File: src/rtl/acc_cpu.sv
// Accumulator CPU: 2-cycle fetch/execute core with a ready/valid output port.
// Program memory is external and combinational; data RAM is internal and never reset.
module acc_cpu #(
    parameter int DATA_W = 8,
    parameter int PC_W   = 5,
    parameter int RAM_AW = 4
) (
    input  logic              clk,
    input  logic              rst,
    output logic [PC_W-1:0]   instr_addr,
    input  logic [DATA_W+3:0] instr_data,
    output logic [DATA_W-1:0] out_port,
    output logic              out_valid,
    input  logic              out_ready,
    output logic              fetch,
    output logic [PC_W-1:0]   pc,
    output logic [DATA_W-1:0] acc,
    output logic              halted
);

    typedef enum logic [1:0] {
        ST_FETCH,
        ST_EXEC,
        ST_OUT_WAIT,
        ST_HALT
    } state_t;

    localparam logic [3:0] OP_LDI = 4'h1;
    localparam logic [3:0] OP_ADD = 4'h2;
    localparam logic [3:0] OP_SUB = 4'h3;
    localparam logic [3:0] OP_AND = 4'h4;
    localparam logic [3:0] OP_OR  = 4'h5;
    localparam logic [3:0] OP_XOR = 4'h6;
    localparam logic [3:0] OP_LD  = 4'h7;
    localparam logic [3:0] OP_ST  = 4'h8;
    localparam logic [3:0] OP_JMP = 4'h9;
    localparam logic [3:0] OP_JZ  = 4'hA;
    localparam logic [3:0] OP_JC  = 4'hB;
    localparam logic [3:0] OP_OUT = 4'hC;
    localparam logic [3:0] OP_HLT = 4'hF;

    state_t              state_reg, state_next;
    logic [PC_W-1:0]     pc_reg, pc_next;
    logic [DATA_W-1:0]   acc_reg, acc_next;
    logic [DATA_W+3:0]   ir_reg, ir_next;
    logic                z_reg, z_next;
    logic                c_reg, c_next;
    logic [DATA_W-1:0]   out_port_reg, out_port_next;
    logic                out_valid_reg, out_valid_next;

    logic [DATA_W-1:0]   ram [2**RAM_AW];
    logic [3:0]          opcode;
    logic [DATA_W-1:0]   imm;
    logic [RAM_AW-1:0]   ram_addr;
    logic [DATA_W-1:0]   ram_rd;
    logic                ram_we;
    logic [DATA_W:0]     sum;
    logic [DATA_W:0]     diff;
    logic                acc_upd;
    logic [DATA_W-1:0]   acc_val;

    assign opcode   = ir_reg[DATA_W+3:DATA_W];
    assign imm      = ir_reg[DATA_W-1:0];
    assign ram_addr = imm[RAM_AW-1:0];
    assign ram_rd   = ram[ram_addr];
    // Extra top bit holds carry-out for ADD and borrow for SUB.
    assign sum      = {1'b0, acc_reg} + {1'b0, imm};
    assign diff     = {1'b0, acc_reg} - {1'b0, imm};

    always_comb begin
        state_next     = state_reg;
        pc_next        = pc_reg;
        acc_next       = acc_reg;
        ir_next        = ir_reg;
        z_next         = z_reg;
        c_next         = c_reg;
        out_port_next  = out_port_reg;
        out_valid_next = out_valid_reg;
        ram_we         = 1'b0;
        acc_upd        = 1'b0;
        acc_val        = '0;
        case (state_reg)
            ST_FETCH: begin
                ir_next    = instr_data;
                pc_next    = pc_reg + PC_W'(1);
                state_next = ST_EXEC;
            end
            ST_EXEC: begin
                state_next = ST_FETCH;
                case (opcode)
                    OP_LDI: begin acc_upd = 1'b1; acc_val = imm; end
                    OP_ADD: begin acc_upd = 1'b1; acc_val = sum[DATA_W-1:0];  c_next = sum[DATA_W];  end
                    OP_SUB: begin acc_upd = 1'b1; acc_val = diff[DATA_W-1:0]; c_next = diff[DATA_W]; end
                    OP_AND: begin acc_upd = 1'b1; acc_val = acc_reg & imm; end
                    OP_OR:  begin acc_upd = 1'b1; acc_val = acc_reg | imm; end
                    OP_XOR: begin acc_upd = 1'b1; acc_val = acc_reg ^ imm; end
                    OP_LD:  begin acc_upd = 1'b1; acc_val = ram_rd; end
                    OP_ST:  ram_we = 1'b1;
                    OP_JMP: pc_next = imm[PC_W-1:0];
                    OP_JZ:  if (z_reg) pc_next = imm[PC_W-1:0];
                    OP_JC:  if (c_reg) pc_next = imm[PC_W-1:0];
                    OP_OUT: begin
                        out_port_next  = acc_reg;
                        out_valid_next = 1'b1;
                        state_next     = ST_OUT_WAIT;
                    end
                    OP_HLT: state_next = ST_HALT;
                    default: ;
                endcase
                if (acc_upd) begin
                    acc_next = acc_val;
                    z_next   = (acc_val == '0);
                end
            end
            ST_OUT_WAIT: begin
                if (out_ready) begin
                    out_valid_next = 1'b0;
                    state_next     = ST_FETCH;
                end
            end
            ST_HALT: ;
            default: state_next = ST_FETCH;
        endcase
    end

    always_ff @(posedge clk) begin
        if (rst) begin
            state_reg     <= ST_FETCH;
            pc_reg        <= '0;
            acc_reg       <= '0;
            ir_reg        <= '0;
            z_reg         <= 1'b0;
            c_reg         <= 1'b0;
            out_port_reg  <= '0;
            out_valid_reg <= 1'b0;
        end else begin
            state_reg     <= state_next;
            pc_reg        <= pc_next;
            acc_reg       <= acc_next;
            ir_reg        <= ir_next;
            z_reg         <= z_next;
            c_reg         <= c_next;
            out_port_reg  <= out_port_next;
            out_valid_reg <= out_valid_next;
        end
    end

    // Store is suppressed while reset is asserted so reset wins over every update.
    always_ff @(posedge clk) begin
        if (ram_we && !rst) begin
            ram[ram_addr] <= acc_reg;
        end
    end

    assign instr_addr = pc_reg;
    assign pc         = pc_reg;
    assign acc        = acc_reg;
    assign out_port   = out_port_reg;
    assign out_valid  = out_valid_reg;
    assign fetch      = (state_reg == ST_FETCH);
    assign halted     = (state_reg == ST_HALT);

endmodule

File: config.mk
export PLATFORM = sky130hd
export DESIGN_NAME = acc_cpu
export DESIGN_NICKNAME = d
export VERILOG_FILES = /design/src/rtl/acc_cpu.sv
export SDC_FILE = /design/constraint.sdc
export NUM_CORES = 1
export LEC_CHECK = 0
export CAP_MARGIN = 30
export CELL_PAD_IN_SITES_DETAIL_PLACEMENT = 1
export CELL_PAD_IN_SITES_GLOBAL_PLACEMENT = 1
export CORE_ASPECT_RATIO = 1.5
export CORE_MARGIN = 2
export CORE_UTILIZATION = 50
export CTS_BUF_LIST = sky130_fd_sc_hd__clkbuf_16
export CTS_CLUSTER_DIAMETER = 60
export DETAILED_ROUTE_END_ITERATION = 10
export GPL_TIMING_DRIVEN = 1
export PLACE_DENSITY_LB_ADDON = 0.1
export SLEW_MARGIN = 0
export SYNTH_ARGS = -nofsm -noshare
export SYNTH_HDL_FRONTEND = slang
export SYNTH_SLANG_ARGS = --single-unit
File: constraint.sdc
create_clock -name clk -period 3.2 [get_ports clk]
set_input_delay 0.32 -clock clk [delete_from_list [all_inputs] [get_ports clk]]
set_output_delay 0.32 -clock clk [all_outputs]
set_load 0.05 [all_outputs]
==> qor.yml, run 1 <==
detail_route.wirelength_um: 21860
avgViaCountPerCell: 5.906
worst_setup_hold_path_clk_slew_ps: 70
timing_hold_violations_final: 0
postSynthAreaPerCell_um2: 13.57
placeableCoreArea_mm2: 0.01570
routabilityCongestion: 0.9050
switching_share_pct: 27.37
finalWorstPathRequiredPeriod_ps: 2952
post_synth_main_area_contributors: "edfxtp_1 (48%), dfxtp_1 (10%), mux4_2 (7.6%), ha_1 (4.7%), mux2i_1 (4.5%)"
min_path_type: "primary input to flip-flop"
internal-power_mw: 3.795
slew_headroom_pct: 43.44
number_of_nets_in_the_final_layout: 713
ys.warnings.count: 0
async_flop_share_pct: 0
timing.critical_path.from_type: "flip-flop"
floorplan.die.width_um: 107.5
grt_start_max_net_pins: 40
cts_tree: "yes"
clock_insertion_delay_at_the_later_pin_of_the_skew_report_ps: 430
globalRouteOverflowTotal: 0
seq_power_share_pct: 47.1
ir_worst_vdd_mv: 0.4279
num_rows: 56
initialDrtViolationCount: 217
post_route_cells_drive_above_1_share_pct: 18.26
global_route_wire_length_before_repair_um: 33780
post-cts-setup-buffer-count: 0
io_buffer_count: 43
multiInputGateArea_mm2: 0.003039
drc_violations_left: 0
worst_ep_required_time_ps: 3580
max_freq_ghz: 0.3388
antenna_cells_inserted: 0
synth_top_cell_area_share_pct: 47.84
fin_skew_ps: 11.13
finalCritPeriodShare_pct: 92.25
postSynthCellCount: 592
cts_repair_resize_count: 0
synthFlopType: "edfxtp_1"
p_r_area_growth_vs_syn_pct: 18.36
layout.filler_cells: 1523
cts_buf_count: 17
postRouteAntennaNets: 0
synth_most_common_cell: "edfxtp_1"
cts_max_level: 4
netlist.top_cell.by_area: "edfxtp_1"
top_level_ports: 44
power_density_mw_per_mm2: 549.4
synth.distinct_cells: 69
most_frequent_cells_after_synthesis: "edfxtp_1 (128), nor2_1 (72), dfxtp_1 (42)"
worst-endpoint-arrival_ps: 3330
first_global_vias: 5720
initial_cell_density_of_the_core_pct: 51.19
numClockSinks: 170
largest_reg_flops: 128
syn-num-nets: 639
setup-tns-final_ps: 0
ctsHoldBuffers: 0
antenna_found_initial: 0
cts-root-to-sink-buffers: 2
place.detailed.hpwl_um: 15640
unrepaired_setup_endpoints_after_global_routing: "false"
worst_setup_path_end_kind: "flip-flop"
maxCapViolations: 0
setup_viol_count_final: 0
die_y_um: 159.2
wire_length_per_cell_after_detailed_routing_um: 24.78
worst_margin_slew_ps: 847.2
net_switching_power_mw: 1.430
p_leak_nw: 3.374
worst_hold_margin_ps: 515.4
ff_latch_area_mm2: 0.004686
cts_root_buf: "clkbuf_16"
slew_violations: 0
power.clock.fraction_pct: 40.5
run_status: "complete, no violations"
globalRouteTotalUtil_pct: 27.04
crit_path_max_fanout: 9
synth_area_mm2: 0.008034
synth-seq-cells: 170
synth_seq_area_share_pct: 58.31
design.die.area_mm2: 0.01712
num_vias: 5209
drt_pre_antenna_iters: 4
number_of_synthesized_flops_with_an_enable_pin: 128
timing_worst_setup_path_type: "flip-flop to flip-flop"
combinationalPowerShare_pct: 12.4
## through the flow
stage                     total power [mW]  utilization [%]  cells  worst slack (ps)  area [µm²]
after floorplan                      2.938                -    592             194.8        8034
after global placement               3.138            56.64    850             391.3        8890
after detailed placement             3.155            56.64    850             261.8        8890
after CTS                            5.256            60.59    882             200.5        9509
after global routing                 5.398            60.59    882             47.53        9509
final                                5.225            60.59    882             248.1        9509
## worst max-delay path, stage by stage, from the launching register on
cell and delay, ps:
dfxtp_1 550, inv_1 160, ha_1 340, a21oi_1 260
o2111ai_1 260, a221o_2 460, a2111oi_2 410, nor3b_1 270
a31o_1 180
## kinds of logic (layout without fill, tap and decap cells)
logic type | count (synthesis) | in the layout | synth area share, %
buffers and inverters | 65 | 152 | 3.924
and+or+nand+nor | 164 | 164 | 10.43
DFF | 170 | 170 | 58.31
muxes | 68 | 68 | 13.69
AOI/OAI and AO/OA | 90 | 90 | 8.145
xor gates and xnor gates | 3 | 3 | 0.3271
adders and majority gates | 32 | 32 | 5.171
## power by group through the flow
stage          clock network [mW]  logic, mW  registers, mW
2_1_floorplan                   0      0.397           2.54
3_3_place_gp                    0      0.629           2.51
3_5_place_dp                    0      0.644           2.51
4_1_cts                      2.15      0.648           2.46
5_1_grt                      2.23      0.696           2.47
6_report                     2.12      0.645           2.46
## area by class of cell
cell class	count	area share (%)
sequential	170	49.28
tap	203	2.671
clock buffer	17	4.474
timing repair buffer	94	8.553
clock inverter	15	2.039
inverter	26	1.026
multi-input combinational	357	31.96
## layout by cell type, fill, tap and decap left out, types with 4 or more instances in the layout
cell / instances
nor3_1: 11
nand2_1: 25
a22oi_1: 7
nor2_1: 72
mux4_1: 5
a211oi_1: 15
clkinv_8: 5
inv_6: 6
clkbuf_16: 17
a21oi_1: 16
a22o_1: 4
buf_4: 51
o21ai_0: 13
inv_1: 26
edfxtp_1: 128
o22ai_1: 5
nand3_1: 10
clkdlybuf4s50_1: 43
mux4_2: 27
dfxtp_1: 41
o211ai_1: 5
ha_1: 30
nand3b_1: 6
mux2i_1: 36
nand2b_1: 6
## metal layers
metal  vias to the layer above  GRT usage, %  wire length (µm)  part of all wire (%)
met5                         -             0                 0                     0
met4                         0         11.71               772                   3.5
met3                        41         4.462               830                   3.8
met2                       133         47.48             11790                    54
met1                      2647         32.32              8462                    39
li1                       2388             -                 -                     -
## final timing paths
| path | startpoint | end | slack (ps) | cells past startpoint |
|---|---|---|---|---|
| setup / recovery | ir_reg[1] | z_reg | 250 | 8 |
| hold / removal | instr_data[6] | ir_reg[6] | 520 | 3 |
| setup reg to reg | ir_reg[1] | z_reg | 250 | 8 |
| hold reg to reg | out_port[5] | out_port[5] | 520 | 2 |
Power figures use the tool's default switching activity.
==> run 2: changes to the inputs <==
--- a/config.mk
+++ b/config.mk
@@ -15,7 +15,9 @@
 export CTS_CLUSTER_DIAMETER = 60
 export DETAILED_ROUTE_END_ITERATION = 10
 export GPL_TIMING_DRIVEN = 1
+export MAX_ROUTING_LAYER = met4
 export PLACE_DENSITY_LB_ADDON = 0.1
+export REMOVE_ABC_BUFFERS = 1
 export SLEW_MARGIN = 0
 export SYNTH_ARGS = -nofsm -noshare
 export SYNTH_HDL_FRONTEND = slang
==> qor.yml, run 2 (synthesized netlist as in run 1, its figures left out) <==
run_status: "complete, no violations"
numClockSinks: 170  # unchanged
path_cells: "inv_1, ha_1, o21bai_1, a21oi_1, a221o_1, a211oi_1, nand2_1, nor4_2, a31o_1"
initial_cell_density_of_the_core_pct: 51.19  # unchanged
routabilityCongestion: 0.9430  # +4.2%
slew_headroom_pct: 47.04  # +3.6 points
power.clock.fraction_pct: 39.5  # -1.0 points
stdcell_count: 877  # -0.57%
switching_share_pct: 27.91  # +0.55 points
slew_violations: 0  # unchanged
crit_end: "z_reg"
timing.critical_path.buf_inv: 1  # unchanged
detail_route.wirelength_um: 21800  # -0.25%
finalInstanceArea_mm2: 0.009463  # -0.49%
ff_latch_area_mm2: 0.004686  # unchanged
largest_reg_flops: 128  # unchanged
cts_repair_resize_count: 0  # unchanged
total_stage_count_of_the_critical_path: 9  # +1
layout_common_cells: "edfxtp_1 (128), nor2_1 (72), buf_4 (44)"
max_freq_ghz: 0.3415  # +0.80%
timing_worst_setup_path_type: "flip-flop to flip-flop"
timing.critical_path.from_type: "flip-flop"
cts_max_level: 4  # unchanged
placedInstanceArea_mm2: 0.008877  # -0.14%
worst-endpoint-arrival_ps: 3310  # -20 ps
globalRouteOverflowTotal: 0  # unchanged
unrepaired_setup_endpoints_after_global_routing: "false"
ir_worst_vdd_mv: 0.5160  # +21%
reg2reg_to: "z_reg"
mostFrequentLayoutCell: "edfxtp_1"
io_buffer_count: 43  # unchanged
setup-tns-final_ps: 0  # unchanged
fin_skew_ps: 10.56  # -0.5715 ps
worst_slack_ps: 271.5  # +23.43 ps
combinationalPowerShare_pct: 12.8  # +0.4 points
postRouteAntennaNets: 0  # unchanged
setup.worst_path.start: "ir_reg[1]"
timing_hold_violations_final: 0  # unchanged
cts_root_buf: "clkbuf_16"
min_path_type: "flip-flop to flip-flop"
internal-power_mw: 3.717  # -2.1%
multiInputGateArea_mm2: 0.003039  # unchanged
placed_cells_incl_taps: 845  # -0.59%
worst-r2r-cell-count: 9  # +1
cts_buf_count: 17  # unchanged
num_rows: 56  # unchanged
floorplan.die.width_um: 107.5  # unchanged
layout.filler_cells: 1540  # +1.1%
post-place-ws_ps: 358.7  # +96.88 ps
worst_hold_margin_ps: 501.6  # -13.71 ps
post-cts-setup-buffer-count: 0  # unchanged
design.die.area_mm2: 0.01712  # unchanged
finalWorstPathRequiredPeriod_ps: 2929  # -23.43 ps
slowest_stage: "dfxtp_1"
worst_setup_path_end_kind: "flip-flop"
setup.reg_to_reg.worst_slack_ps: 270  # +20 ps
timing.critical_path.max_delay_family: "compound AO/OA/AOI/OAI gates"
place.detailed.hpwl_um: 15470  # -1.1%
avgViaCountPerCell: 5.899  # -0.12%
p_r_area_growth_vs_syn_pct: 17.79
worst_setup_hold_path_clk_slew_ps: 70  # about the same
wire_length_per_cell_after_detailed_routing_um: 24.86  # +0.32%
seq_power_share_pct: 47.7  # +0.6 points
maxCapViolations: 0  # unchanged
finalCritPeriodShare_pct: 91.52  # -0.73 points
top_level_ports: 44  # unchanged
grt_start_max_net_pins: 40  # unchanged
placeableCoreArea_mm2: 0.01570  # unchanged
antenna_found_initial: 0  # unchanged
setup_viol_count_final: 0  # unchanged
crit_path_max_fanout: 9  # unchanged
global_route_wire_length_before_repair_um: 33420  # -1.1%
critical_path.reg2reg.startpoint: "ir_reg[1]"
finalCoreUtilization_pct: 60.29  # -0.29 points
die_y_um: 159.2  # unchanged
num_vias: 5173  # -0.69%
worst_margin_slew_ps: 787.1  # -60.14 ps
cts-root-to-sink-buffers: 2  # unchanged
post_route_cells_drive_above_1_share_pct: 17.66  # -0.61 points
cts_tree: "yes"
slowest_delay_ps: 540  # about the same
antenna_cells_inserted: 0  # unchanged
first_global_vias: 5510  # -3.7%
drt_pre_antenna_iters: 4  # unchanged
clock_insertion_delay_at_the_later_pin_of_the_skew_report_ps: 440  # about the same
worst_ep_required_time_ps: 3580  # about the same
ctsHoldBuffers: 0  # unchanged
initialDrtViolationCount: 370  # +71%
number_of_nets_in_the_final_layout: 708  # -0.70%
globalRouteTotalUtil_pct: 27.60  # +0.56 points
net_switching_power_mw: 1.439  # +0.64%
design_power_total_mw: 5.156  # -1.3%
power_density_mw_per_mm2: 544.8  # -0.84%
p_leak_nw: 3.347  # -0.79%
drc_violations_left: 0  # unchanged
run 2: cell count changes in the layout (fill, tap and decap cells not counted), moves of 2 or more:
cell,delta
inv_8,+2
clkinv_4,+2
buf_4,-7
buf_12,+2
clkinv_8,-3
run 2: metal layers:
| metal | vias up | share of wire [%] | GRT usage, % |
|---|---|---|---|
| li1 | 2380 | - | - |
| met1 | 2635 | 39 | 33.29 |
| met2 | 127 | 54 | 47.51 |
| met3 | 31 | 3.4 | 2.497 |
| met4 | 0 | 3.0 | 10.78 |
| met5 | - | 0 | - |
run 2: power groups by stage:
stage                     logic, mW  registers [mW]  clock network (mW)
after floorplan               0.317            2.59                   0
after global placement        0.637            2.51                   0
after detailed placement      0.654            2.51                   0
after CTS                     0.660            2.46                2.07
after global routing          0.706            2.47                2.14
final                         0.658            2.46                2.04
run 2: worst min-delay path, delay by kind of cell, from the launching register on:
kind | cells | cell delay (ps)
simple gates | 1 | 70
flops | 1 | 330
mux | 1 | 70
run 2: layout make-up:
type                            instances  area share, %
Timing Repair Buffer                   89          8.462
Multi-Input combinational cell        357          32.12
Clock inverter                         15          1.692
Clock buffer                           17          4.496
Inverter                               26          1.031
Sequential cell                       170          49.52
Tap cell                              203          2.684
run 2: worst min-delay path by stage:
stage,endpoint,slack (ps),cells after the start,start
after global placement,out_port[1],480,2,out_port[1]
after detailed placement,out_port[1],490,2,out_port[1]
after CTS,ir_reg[6],500,3,instr_data[6]
after global routing,ir_reg[10],530,3,instr_data[10]
after floorplan,state_reg[1],390,1,rst
final,out_port[2],500,2,out_port[2]
